## src/rtl/mmio_uart_tx.sv

```systemverilog
// Memory-mapped 8N1 UART transmitter with an 8-entry TX FIFO and a programmable baud divisor.
// Optional MMIO_TX_IRQ_EN adds a one-cycle "FIFO drained" irq and the STATUS[6] idle flag.
module mmio_uart_tx #(
    parameter logic [15:0] BASE_ADDR  = 16'hC004,
    parameter int          FIFO_DEPTH = 8,
    parameter logic [15:0] RESET_DIV  = 16'd434
) (
    input  logic        clk,
    input  logic        rst,
    input  logic [15:0] addr,
    input  logic        re,
    input  logic        we,
    input  logic [15:0] wdata,
    output logic [15:0] rdata,
    output logic        tx
`ifdef MMIO_TX_IRQ_EN
    ,
    output logic        irq
`endif
);

    localparam int PW = $clog2(FIFO_DEPTH);
    localparam int CW = PW + 1;
    localparam logic [CW-1:0] DEPTH_C   = CW'(FIFO_DEPTH);
    localparam logic [15:0]   ADDR_DATA = BASE_ADDR;
    localparam logic [15:0]   ADDR_STAT = BASE_ADDR + 16'd1;
    localparam logic [15:0]   ADDR_DIV  = BASE_ADDR + 16'd2;

    typedef enum logic [1:0] {S_IDLE, S_START, S_DATA, S_STOP} state_e;

    state_e          state_q, state_d;
    logic [PW-1:0]   wr_ptr_q, wr_ptr_d, rd_ptr_q, rd_ptr_d;
    logic [CW-1:0]   count_q, count_d;
    logic [15:0]     div_q, div_d, bit_cnt_q, bit_cnt_d;
    logic [2:0]      idx_q, idx_d;
    logic [7:0]      shift_q, shift_d;
    logic            ovf_q, ovf_d, tx_q, tx_d;
    logic [7:0]      mem_q [FIFO_DEPTH];
`ifdef MMIO_TX_IRQ_EN
    logic            irq_q, irq_d;
`endif

    logic        hit_data, hit_stat, hit_div;
    logic        fifo_empty, fifo_full, push_req, push_ok, pop, bit_done, busy, idle_flag;
    logic [15:0] div_eff;
    logic [3:0]  free4;

    always_comb begin
        hit_data   = (addr == ADDR_DATA);
        hit_stat   = (addr == ADDR_STAT);
        hit_div    = (addr == ADDR_DIV);
        fifo_empty = (count_q == '0);
        fifo_full  = (count_q == DEPTH_C);
        push_req   = we && hit_data;
        div_eff    = (div_q == 16'd0) ? 16'd1 : div_q;
        bit_done   = (bit_cnt_q == 16'd0);
        busy       = (state_q != S_IDLE) || !fifo_empty;
        free4      = 4'(DEPTH_C - count_q);
`ifdef MMIO_TX_IRQ_EN
        idle_flag  = (state_q == S_IDLE) && fifo_empty;
`else
        idle_flag  = 1'b0;
`endif
    end

    // The bit counter is reloaded from the divisor only at bit boundaries,
    // so a divisor write never stretches or cuts the bit in progress.
    always_comb begin
        state_d   = state_q;
        bit_cnt_d = bit_done ? 16'd0 : bit_cnt_q - 16'd1;
        idx_d     = idx_q;
        shift_d   = shift_q;
        pop       = 1'b0;
`ifdef MMIO_TX_IRQ_EN
        irq_d     = 1'b0;
`endif
        case (state_q)
            S_IDLE: begin
                if (!fifo_empty) begin
                    pop       = 1'b1;
                    shift_d   = mem_q[rd_ptr_q];
                    bit_cnt_d = div_eff - 16'd1;
                    state_d   = S_START;
                end
            end
            S_START: begin
                if (bit_done) begin
                    bit_cnt_d = div_eff - 16'd1;
                    idx_d     = 3'd0;
                    state_d   = S_DATA;
                end
            end
            S_DATA: begin
                if (bit_done) begin
                    bit_cnt_d = div_eff - 16'd1;
                    if (idx_q == 3'd7) begin
                        state_d = S_STOP;
                    end else begin
                        idx_d = idx_q + 3'd1;
                    end
                end
            end
            S_STOP: begin
                if (bit_done) begin
                    if (!fifo_empty) begin
                        pop       = 1'b1;
                        shift_d   = mem_q[rd_ptr_q];
                        bit_cnt_d = div_eff - 16'd1;
                        state_d   = S_START;
                    end else begin
                        state_d = S_IDLE;
`ifdef MMIO_TX_IRQ_EN
                        irq_d   = 1'b1;
`endif
                    end
                end
            end
            default: state_d = S_IDLE;
        endcase

        case (state_q)
            S_START: tx_d = 1'b0;
            S_DATA:  tx_d = shift_q[idx_q];
            default: tx_d = 1'b1;
        endcase
    end

    // A pop in the same cycle frees the head slot, so a push into a full FIFO still lands.
    always_comb begin
        push_ok  = push_req && (!fifo_full || pop);
        wr_ptr_d = push_ok ? wr_ptr_q + PW'(1) : wr_ptr_q;
        rd_ptr_d = pop ? rd_ptr_q + PW'(1) : rd_ptr_q;
        count_d  = count_q;
        if (push_ok && !pop) begin
            count_d = count_q + CW'(1);
        end else if (!push_ok && pop) begin
            count_d = count_q - CW'(1);
        end
        ovf_d = ovf_q;
        if (we && hit_stat && wdata[5]) begin
            ovf_d = 1'b0;
        end
        if (push_req && !push_ok) begin
            ovf_d = 1'b1;
        end
        div_d = (we && hit_div) ? wdata : div_q;
    end

    always_comb begin
        rdata = 16'h0000;
        if (re && hit_stat) begin
            rdata = {9'b0, idle_flag, ovf_q, busy, free4};
        end else if (re && hit_div) begin
            rdata = div_q;
        end
    end

    always_ff @(posedge clk) begin
        if (rst) begin
            state_q   <= S_IDLE;
            wr_ptr_q  <= '0;
            rd_ptr_q  <= '0;
            count_q   <= '0;
            div_q     <= RESET_DIV;
            bit_cnt_q <= 16'd0;
            idx_q     <= 3'd0;
            shift_q   <= 8'h00;
            ovf_q     <= 1'b0;
            tx_q      <= 1'b1;
`ifdef MMIO_TX_IRQ_EN
            irq_q     <= 1'b0;
`endif
        end else begin
            state_q   <= state_d;
            wr_ptr_q  <= wr_ptr_d;
            rd_ptr_q  <= rd_ptr_d;
            count_q   <= count_d;
            div_q     <= div_d;
            bit_cnt_q <= bit_cnt_d;
            idx_q     <= idx_d;
            shift_q   <= shift_d;
            ovf_q     <= ovf_d;
            tx_q      <= tx_d;
`ifdef MMIO_TX_IRQ_EN
            irq_q     <= irq_d;
`endif
        end
    end

    always_ff @(posedge clk) begin
        if (!rst && push_ok) begin
            mem_q[wr_ptr_q] <= wdata[7:0];
        end
    end

    assign tx = tx_q;
`ifdef MMIO_TX_IRQ_EN
    assign irq = irq_q;
`endif

endmodule
```

## config.mk

```make
export PLATFORM = sky130hd
export DESIGN_NAME = mmio_uart_tx
export DESIGN_NICKNAME = d
export VERILOG_FILES = /design/src/rtl/mmio_uart_tx.sv
export SDC_FILE = /design/constraint.sdc
export NUM_CORES = 1
export LEC_CHECK = 0
export BUFFER_PORTS_ARGS = -buffer_cell sky130_fd_sc_hd__clkbuf_2
export CORE_UTILIZATION = 27
export CTS_BUF_LIST = sky130_fd_sc_hd__clkbuf_8
export DETAILED_ROUTE_END_ITERATION = 10
export PLACE_DENSITY_LB_ADDON = 0.15
export REMOVE_ABC_BUFFERS = 1
export SLEW_MARGIN = 20
export SYNTH_ARGS = -nofsm -noshare
export SYNTH_HDL_FRONTEND = slang
export SYNTH_SLANG_ARGS = --single-unit
```

## constraint.sdc

```tcl
create_clock -name clk -period 3.36 [get_ports clk]
set_input_delay 0.504 -clock clk [delete_from_list [all_inputs] [get_ports clk]]
set_output_delay 0.504 -clock clk [all_outputs]
set_load 0.005 [all_outputs]
```

* After elaboration in Yosys (flattened, before gate mapping) *
Memories as Yosys holds them, arrays and structs flattened. A register that Yosys moved wholly into a read port is not among the register bits.
Cells that the tools add are included.

storage, ports and cells
  register bits after elaboration = 57
  bits in writable memories = 64
  input bits = 36
  output and inout port bits = 17
  word-level logic and storage cells = 101
  memories = 1

operators by class
  add/sub/neg operators = 8
  order comparisons = 1
  equal/unequal tests = 14
  multiplexer cells = 36
  reductions and logical operators = 31

memories
  memory  words  bits a word  rd ports  clocked after Yosys merged registers in  wr ports  RTL line  text
  mem_q   8      8            1         1                                        1         38        logic [7:0] mem_q [FIFO_DEPTH];

operator list
  cell                   number
  $mux 16                7
  $eq 16x16->1 const B   3
  $pmux 16 s3            1
  $logic_not 16->1       2
  $sub 16x1->16 const B  2
  $mux 8                 2
  $pmux 8 s2             1
  $mux 3                 5
  $ne 2x2->1 const B     6
  $logic_and 1x1->1      11
  $mux 2                 5
  $reduce_bool 2->1      5
  $add 3x1->3 const B    3
  $mux 1                 8
  $mux 4                 2
  $pmux 2 s4             1
  $pmux 3 s2             1
  $logic_not 1->1        5
  $reduce_and 5->1       1
  $add 4x1->4 const B    1
  $eq 2x2->1 const B     2
  $eq 4x4->1 const B     1
  $logic_not 4->1        1
  $lt 3x4->1 const B     1
  other kinds (11)       13

* Depth between registers and ports, before layout *
Gate-level depths: netlist (run 1).

  depth after elaboration = 10
  depth in mapped cells = 16
  depth with buffers taken out = 15

* Least setup slack after synthesis (run 1) *
No wires, ideal clock.

  path kind = reg2reg
  from = register bit_cnt_q[0]
  to = register count_q[3]
  setup time = 71 ps
  arrival = 3072 ps
  required time = 3289 ps
  slack = 217 ps
  stages on the path, launching flop included = 16
  clock period less this slack = 3143 ps
  path through = dfxtp_1 > inv_1 > ha_1 > nor4b_1 > and4_1 > clkbuf_1 > a21oi_1 > or2_2 > ha_1 > inv_1 > ha_1 > a21o_1 > a21oi_1 > xnor2_1 > or3_1 > a21oi_1

on the way
  longest elaborated chain between the ends = 8

ends and longest elaborated chain
  what                                RTL line  text
  from (decl)                         34        logic [15:0] div_q, div_d, bit_cnt_q, bit_cnt_d;
  from (signal assigned)              179       bit_cnt_q <= bit_cnt_d;
  $logic_not 16->1 (*)                56        bit_done = (bit_cnt_q == 16'd0);
  $mux 1 (*)                          104       if (bit_done) begin
  $pmux 1 s2 (*)                      77        case (state_q)
  $logic_or 1x1->1                    130       push_ok = push_req && (!fifo_full || pop);
  $logic_and 1x1->1                   130
  $logic_not 1->1                     136       end else if (!push_ok && pop) begin
  $logic_and 1x1->1                   136
  $reduce_bool 2->1 (no source line)  n/a
  to (signal assigned)                177       count_q <= count_d;
  to (decl)                           33        logic [CW-1:0] count_q, count_d;

Mark *: on every way between the ends. The rest lies on a longest branch, timed or not.
A chain may end at the register's enable or synchronous reset.

* Worst setup path after layout (run 1) *
Ends and elaborated chain as after synthesis.

==> flow_metrics.env, run 1 <==
export IMPL_status="finished clean"
export IMPL_cts_made_buffers=17
export IMPL_async_flop_share_pct=0
export IMPL_wl_um=14600
export IMPL_synth_most_common_cell="edfxtp_1"
export IMPL_drt_pass1_iterations=4
export IMPL_synth_area_um2=6030
export IMPL_peakVddDrop_uv=293
export IMPL_slowest_delay_ns=0.33
export IMPL_cp_start_kind="flop"
export IMPL_fin_skew_ns=0.00968
export IMPL_fillCellCount=2251
export IMPL_worstPathCellList="inv_1 -> ha_1 -> nor4b_4 -> and4_4 -> a21oi_1 -> or2_2 -> ha_1 -> inv_1 -> ha_1 -> a21o_1 -> a21oi_1 -> xnor2_1 -> or3_1 -> a21oi_1"
export IMPL_initial_core_util_pct=27.6
export IMPL_reg2reg_from="bit_cnt_q[0]"
export IMPL_utilization_pct=33.0
export IMPL_final_antenna_net_count=0
export IMPL_setup_viol=0
export IMPL_power_switching_mw=2.10
export IMPL_synth_edf_count=64
export IMPL_row_count=54
export IMPL_setup_ws_ns=0.210
export IMPL_pre_cts_ws_ns=0.0249
export IMPL_worstSetupPathType="reg2reg"
export IMPL_syn_avg_cell_area_um2=11.4
export IMPL_fmax_mhz=318
export IMPL_grt_max_degree=30
export IMPL_postCtsHoldBufs=0
export IMPL_yosys_area_top_type="edfxtp_1"
export IMPL_place_gp_congestion=0.776
export IMPL_die_area_um2=22900
export IMPL_clock_latency_ns=0.45
export IMPL_cp_arrival_ns=3.53
export IMPL_timing_final_crit_share_pct=93.7
export IMPL_max_slew_margin_pct=43.4
export IMPL_synth_area_top_cells="edfxtp_1 (32%), dfxtp_1 (20%), mux4_2 (6.7%)"
export IMPL_cts_resized=1
export IMPL_grt_usage_pct=13.5
export IMPL_grt_pass1_wl_um=22900
export IMPL_p_int_mw=3.36
export IMPL_hpwl_um=10600
export IMPL_cts_max_level=4
export IMPL_root_buffer="clkbuf_8"
export IMPL_io_buffers=52
export IMPL_synth_common_cells="edfxtp_1 (64), dfxtp_1 (60), nor2_1 (55), mux2i_1 (27), clkbuf_1 (22)"
export IMPL_diodes=0
export IMPL_fin_crit_ns=3.15
export IMPL_p_leak_nw=2.70
export IMPL_slew_viol_final=0
export IMPL_viasPerCell=4.89
export IMPL_coreArea_um2=21900
export IMPL_syn_inst=528
export IMPL_clockBufferDepth=2
export IMPL_crit_required_ns=3.74
export IMPL_r2r_end="count_q[3]"
export IMPL_yosysUniqueCellTypes=57
export IMPL_synth_flop_cell="edfxtp_1"
export IMPL_powerDensity_nw_per_um2=756
export IMPL_reg2reg_depth=14
export IMPL_min_from="wdata[11]"
export IMPL_drtIter0Drc=232
export IMPL_holdPathEnd="div_q[11]"
export IMPL_hold_path_class="in2reg"
export IMPL_yosysSeqAreaShare_pct=51.8
export IMPL_overflow=0
export IMPL_synth_top_area_share_pct=31.9
export IMPL_finalHoldViolations=0
export IMPL_maxCapViolCount=0
export IMPL_crit_path_max_fanout=7
export IMPL_clkTransAtPathRegs_ns=0.09
export IMPL_die_y_um=151
export IMPL_vias=4387
export IMPL_switching_share_pct=38.5
export IMPL_crit_path_end_kind="flop"
export IMPL_crit_slowest_cell="dfxtp_1"
export IMPL_drive_above_1_share_pct=24.4
export IMPL_pwr_share_clk_pct=24.6
export IMPL_cts_tree="yes"
export IMPL_seq_power_share_pct=35.6
export IMPL_ys_ff_latch=124
export IMPL_finalNetCount=658
export IMPL_clock_sinks=124
export IMPL_grt_antenna_before_repair=0
export IMPL_post_cts_buffers=0
export IMPL_routedWlPerCell_um=16.2
export IMPL_grt_pass1_vias=4288
export IMPL_ys_warn_count=0
export IMPL_io_pins=53
export IMPL_area_growth_pct=19.8
export IMPL_die_w_um=151
export IMPL_hold_path_cell_count=3
export IMPL_finalPower_mw=5.46
export IMPL_r2r_slack_ns=0.21
export IMPL_power_frac_comb_pct=39.8
export IMPL_drc_errors=0
export IMPL_worst_pin_slew_ns=0.848
-- placed cells by master, fill, tap and decap left out, types with 16 or more instances in the layout --
cell,synthesis,routed
edfxtp_1,64,64
nor2_1,55,55
clkbuf_2,0,52
ha_1,16,16
nor3_1,20,20
a21oi_1,21,21
buf_4,0,33
mux4_2,18,18
mux2i_1,27,27
clkbuf_8,0,17
inv_1,20,20
dfxtp_1,60,60
-- state kept, by name, indices dropped and copies added (netlist names), named ones only --
register	flops
bit_cnt_q	16
count_q	4
div_q	16
idx_q	3
mem_q	64
ovf_q	1
rd_ptr_q	3
shift_q	8
state_q	2
tx	1
wr_ptr_q	3
-- through the flow --
stage | instance area (µm²) | setup TNS, ns | std cells | hold WS (ns)
after global placement | 6790 | 0 | 866 | 0.472
after global routing | 7230 | -0.00364 | 898 | 0.276
after floorplan | 5930 | 0 | 501 | 0.438
final | 7230 | 0 | 898 | 0.295
after CTS | 7190 | 0 | 898 | 0.259
after detailed placement | 6790 | 0 | 866 | 0.494
-- cells by family (layout without fill, tap and decap cells) --
group,count (synthesis),in the layout,synth area share [%]
mux,46,46,11.4
fa+ha+maj,17,17,3.65
buf+inv,47,137,2.95
xor+xnor,27,27,3.92
compound gates,90,90,10.2
flops,124,124,51.8
simple gates,177,177,16.2
-- metal layers --
layer  global-route usage, %  vias to the layer above  wire [µm]
met5                       0                        -          0
met4                    5.05                        0        235
met3                    2.90                       17        453
met2                    21.2                       76       6910
met1                    18.3                     2138       6980
li1                        -                     2156          -
-- power groups by stage --
stage	registers, mW	clock network (mW)	logic [mW]
finish	1.94	1.35	2.17
global route	1.98	1.45	2.45
CTS	1.94	1.39	2.14
detailed placement	1.97	0	2.12
global placement	1.97	0	2.13
floorplan	1.94	0	1.48
-- worst max-delay path by stage --
| stage | start | to | slack [ns] | cells past startpoint |
|---|---|---|---|---|
| final | bit_cnt_q[0] | count_q[3] | 0.21 | 14 |
| after global routing | bit_cnt_q[0] | count_q[3] | -0.004 | 14 |
| after CTS | bit_cnt_q[0] | count_q[3] | 0.06 | 14 |
| after detailed placement | bit_cnt_q[0] | count_q[3] | 0.02 | 16 |
| after global placement | bit_cnt_q[0] | count_q[3] | 0.07 | 16 |
| after floorplan | bit_cnt_q[0] | count_q[3] | 0.22 | 15 |
-- cell type report --
cell class                      count  area, µm²  area share [%]
Inverter                           20       75.1            1.04
Tap cell                          280        350            4.85
Clock inverter                     15        171            2.37
Sequential cell                   124       3120            43.2
Timing Repair Buffer               85        508            7.03
Multi-Input combinational cell    357       2770            38.3
Clock buffer                       17        234            3.24
-- critical path, delay by kind of cell (launching register included) --
family / cells / cell delay [ns]
AND/OR/NAND/NOR: 4 / 1.17
XOR/XNOR: 1 / 0.09
flip-flops: 1 / 0.33
buffers and inverters: 2 / 0.19
adder cells (fa/ha/maj): 3 / 0.67
AO/OA/AOI/OAI: 4 / 0.63
(Power assumes the default switching activity.)
==> inputs of run 2 (changes only) <==
--- a/config.mk
+++ b/config.mk
@@ -5,6 +5,7 @@
 export SDC_FILE = /design/constraint.sdc
 export NUM_CORES = 1
 export LEC_CHECK = 0
+export ABC_AREA = 1
 export BUFFER_PORTS_ARGS = -buffer_cell sky130_fd_sc_hd__clkbuf_2
 export CORE_UTILIZATION = 27
 export CTS_BUF_LIST = sky130_fd_sc_hd__clkbuf_8
==> flow_metrics.env, run 2 <==
export IMPL_status="finished clean"
export IMPL_crit_required_ns=3.70
export IMPL_crit_path_end_kind="flop"
export IMPL_slowest_delay_ns=0.35
export IMPL_yosys_area_top_type="edfxtp_1"
export IMPL_ys_warn_count=0
export IMPL_synth_most_common_cell="nand2_1"
export IMPL_setup_viol=0
export IMPL_wl_um=16100
export IMPL_area_growth_pct=16.3
export IMPL_drc_errors=0
export IMPL_top_register="mem_q"
export IMPL_synth_top_area_share_pct=30.5
export IMPL_yosysSeqAreaShare_pct=49.5
export IMPL_clockBufferDepth=2
export IMPL_fin_crit_ns=2.78
export IMPL_hold_path_cell_count=3
export IMPL_io_pins=53
export IMPL_initial_core_util_pct=27.7
export IMPL_syn_inst=746
export IMPL_drt_pass1_iterations=5
export IMPL_powerDensity_nw_per_um2=763
export IMPL_row_count=55
export IMPL_setup_tns_ns=0
export IMPL_fmax_mhz=360
export IMPL_cts_tree="yes"
export IMPL_finalHoldViolations=0
export IMPL_synth_flop_cell="edfxtp_1"
export IMPL_utilization_pct=32.2
export IMPL_vias=5062
export IMPL_layout_commonest_cell="nand2_1"
export IMPL_overflow=0
export IMPL_cp_start_kind="flop"
export IMPL_routedWlPerCell_um=14.2
export IMPL_crit_slowest_cell="dfxtp_1"
export IMPL_synth_edf_count=64
export IMPL_viasPerCell=4.47
export IMPL_drtIter0Drc=303
export IMPL_max_slew_margin_pct=58.9
export IMPL_post_cts_buffers=0
export IMPL_grt_antenna_before_repair=0
export IMPL_die_w_um=155
export IMPL_r2r_slack_ns=0.58
export IMPL_final_antenna_net_count=0
export IMPL_die_y_um=155
export IMPL_hpwl_um=11500
export IMPL_worst_pin_slew_ns=0.616
export IMPL_cp_num_cells=20
export IMPL_cp_arrival_ns=3.11
export IMPL_clkTransAtPathRegs_ns=0.09
export IMPL_synth_area_um2=6310
export IMPL_crit_path_max_fanout=11
export IMPL_fin_skew_ns=0.0151
export IMPL_top_regs="mem_q (64), bit_cnt_q (16), div_q (16)"
export IMPL_setup_ws_ns=0.585
export IMPL_async_flop_share_pct=0
export IMPL_maxCapViolCount=0
export IMPL_clock_latency_ns=0.45
export IMPL_postCtsHoldBufs=0
export IMPL_diodes=0
export IMPL_slew_viol_final=0
export IMPL_die_area_um2=24000
export IMPL_grt_pass1_vias=4920
export IMPL_grt_max_degree=42
export IMPL_coreArea_um2=22800
export IMPL_io_buffers=52
export IMPL_worstSetupPathType="reg2reg"
export IMPL_path_buf_inv=3
export IMPL_syn_avg_cell_area_um2=8.46
export IMPL_cts_made_buffers=17
export IMPL_p_leak_nw=2.93
export IMPL_worstPathCellList="inv_1 -> ha_1 -> nand2_2 -> nor2_4 -> nor2_8 -> nand2_4 -> nand2_4 -> nand2_2 -> inv_1 -> ha_1 -> inv_1 -> ha_1 -> nand2_1 -> nand2_1 -> a21oi_1 -> nor2_1 -> nor2_1 -> nand2_1 -> o21ai_0 -> a21oi_1"
export IMPL_grt_pass1_wl_um=26500
export IMPL_synth_area_top_cells="edfxtp_1 (30%), dfxtp_1 (19%), nand2_1 (7.5%)"
export IMPL_largest_register_ffs=64
export IMPL_finalNetCount=859
export IMPL_yosysUniqueCellTypes=39
export IMPL_cts_resized=0
export IMPL_ys_ff_latch=124
export IMPL_peakVddDrop_uv=270
export IMPL_finalPower_mw=5.60
export IMPL_synth_common_cells="nand2_1 (126), inv_1 (88), nor2_1 (84), a21oi_1 (65)"
export IMPL_grt_usage_pct=14.4
export IMPL_pre_cts_ws_ns=0.583
export IMPL_grt_setup_unrepaired="false"
export IMPL_cp_top_family="simple AND/OR/NAND/NOR gates"
export IMPL_reg2reg_depth=20
export IMPL_timing_final_crit_share_pct=82.6
export IMPL_place_gp_congestion=0.762
export IMPL_cts_max_level=4
export IMPL_drive_above_1_share_pct=15.6
export IMPL_hold_path_class="in2reg"
export IMPL_root_buffer="clkbuf_8"
export IMPL_final_cell_mix="nand2_1 (126), inv_1 (88), nor2_1 (84)"
export IMPL_clock_sinks=124
## run 2: changes by cell type in the layout (fill, tap and decap cells not counted), sizes merged, moves of 10 or more
cell   before  now
or4        10    0
nand3       2   50
nor3       20    5
nor4       15    1
nor2       55   97
inv        30   98
mux2i      27   16
a21oi      21   65
mux4       18    0
and2       12    0
buf        33   11
o21ai      16   66
nand2      15  136
xnor2      14    3
## run 2: cells by family after synthesis
kind of cell / count (synthesis) / share of synthesized area (%)
fa+ha+maj: 17 / 3.49
mux: 16 / 2.54
buf+inv: 115 / 7.04
simple gates: 299 / 21.4
compound gates: 158 / 13.6
xor+xnor: 17 / 2.36
flops: 124 / 49.5
## run 2: final cells by class
type,instances,area (µm²)
Timing Repair Buffer,63,343
Inverter,93,349
Tap cell,313,392
Clock buffer,17,234
Multi-Input combinational cell,507,2740
Fill cell,2444,15400
Sequential cell,124,3120
Clock inverter,15,155
## run 2: stage by stage
stage | hold slack, ns | cell area, µm² | cells
floorplan | 0.426 | 6210 | 724
global placement | 0.441 | 6950 | 1100
detailed placement | 0.442 | 6950 | 1100
CTS | 0.262 | 7340 | 1132
global route | 0.273 | 7340 | 1132
finish | 0.289 | 7340 | 1132
## run 2: worst reg2reg max path, delay by kind of cell, from the launching register on
kind                       cells  cell delay [ns]
and+or+nand+nor               11             1.05
adders and majority gates      3             0.63
AOI/OAI and AO/OA              3             0.35
DFF                            1             0.35
buffers and inverters          3             0.29
## run 2: power breakdown
part           internal (mW)  switching, mW
combinational          0.816           1.50
sequential              1.77          0.175
clock                  0.612          0.715
## run 2: metal layers
| layer | up-vias | track usage, % | part of all wire, % |
|---|---|---|---|
| met3 | 18 | 4.23 | 4.8 |
| met1 | 2324 | 19.8 | 51 |
| met4 | 0 | 5.23 | 2.0 |
| li1 | 2617 | - | - |
| met5 | - | 0 | 0 |
| met2 | 103 | 21.2 | 42 |
## run 2: path summary, 6_finish.rpt
path,startpoint,to
worst max-delay path,count_q[0],count_q[3]
worst min-delay path,wdata[8],div_q[8]
worst max register to register,count_q[0],count_q[3]
worst min register to register,shift_q[7],shift_q[7]
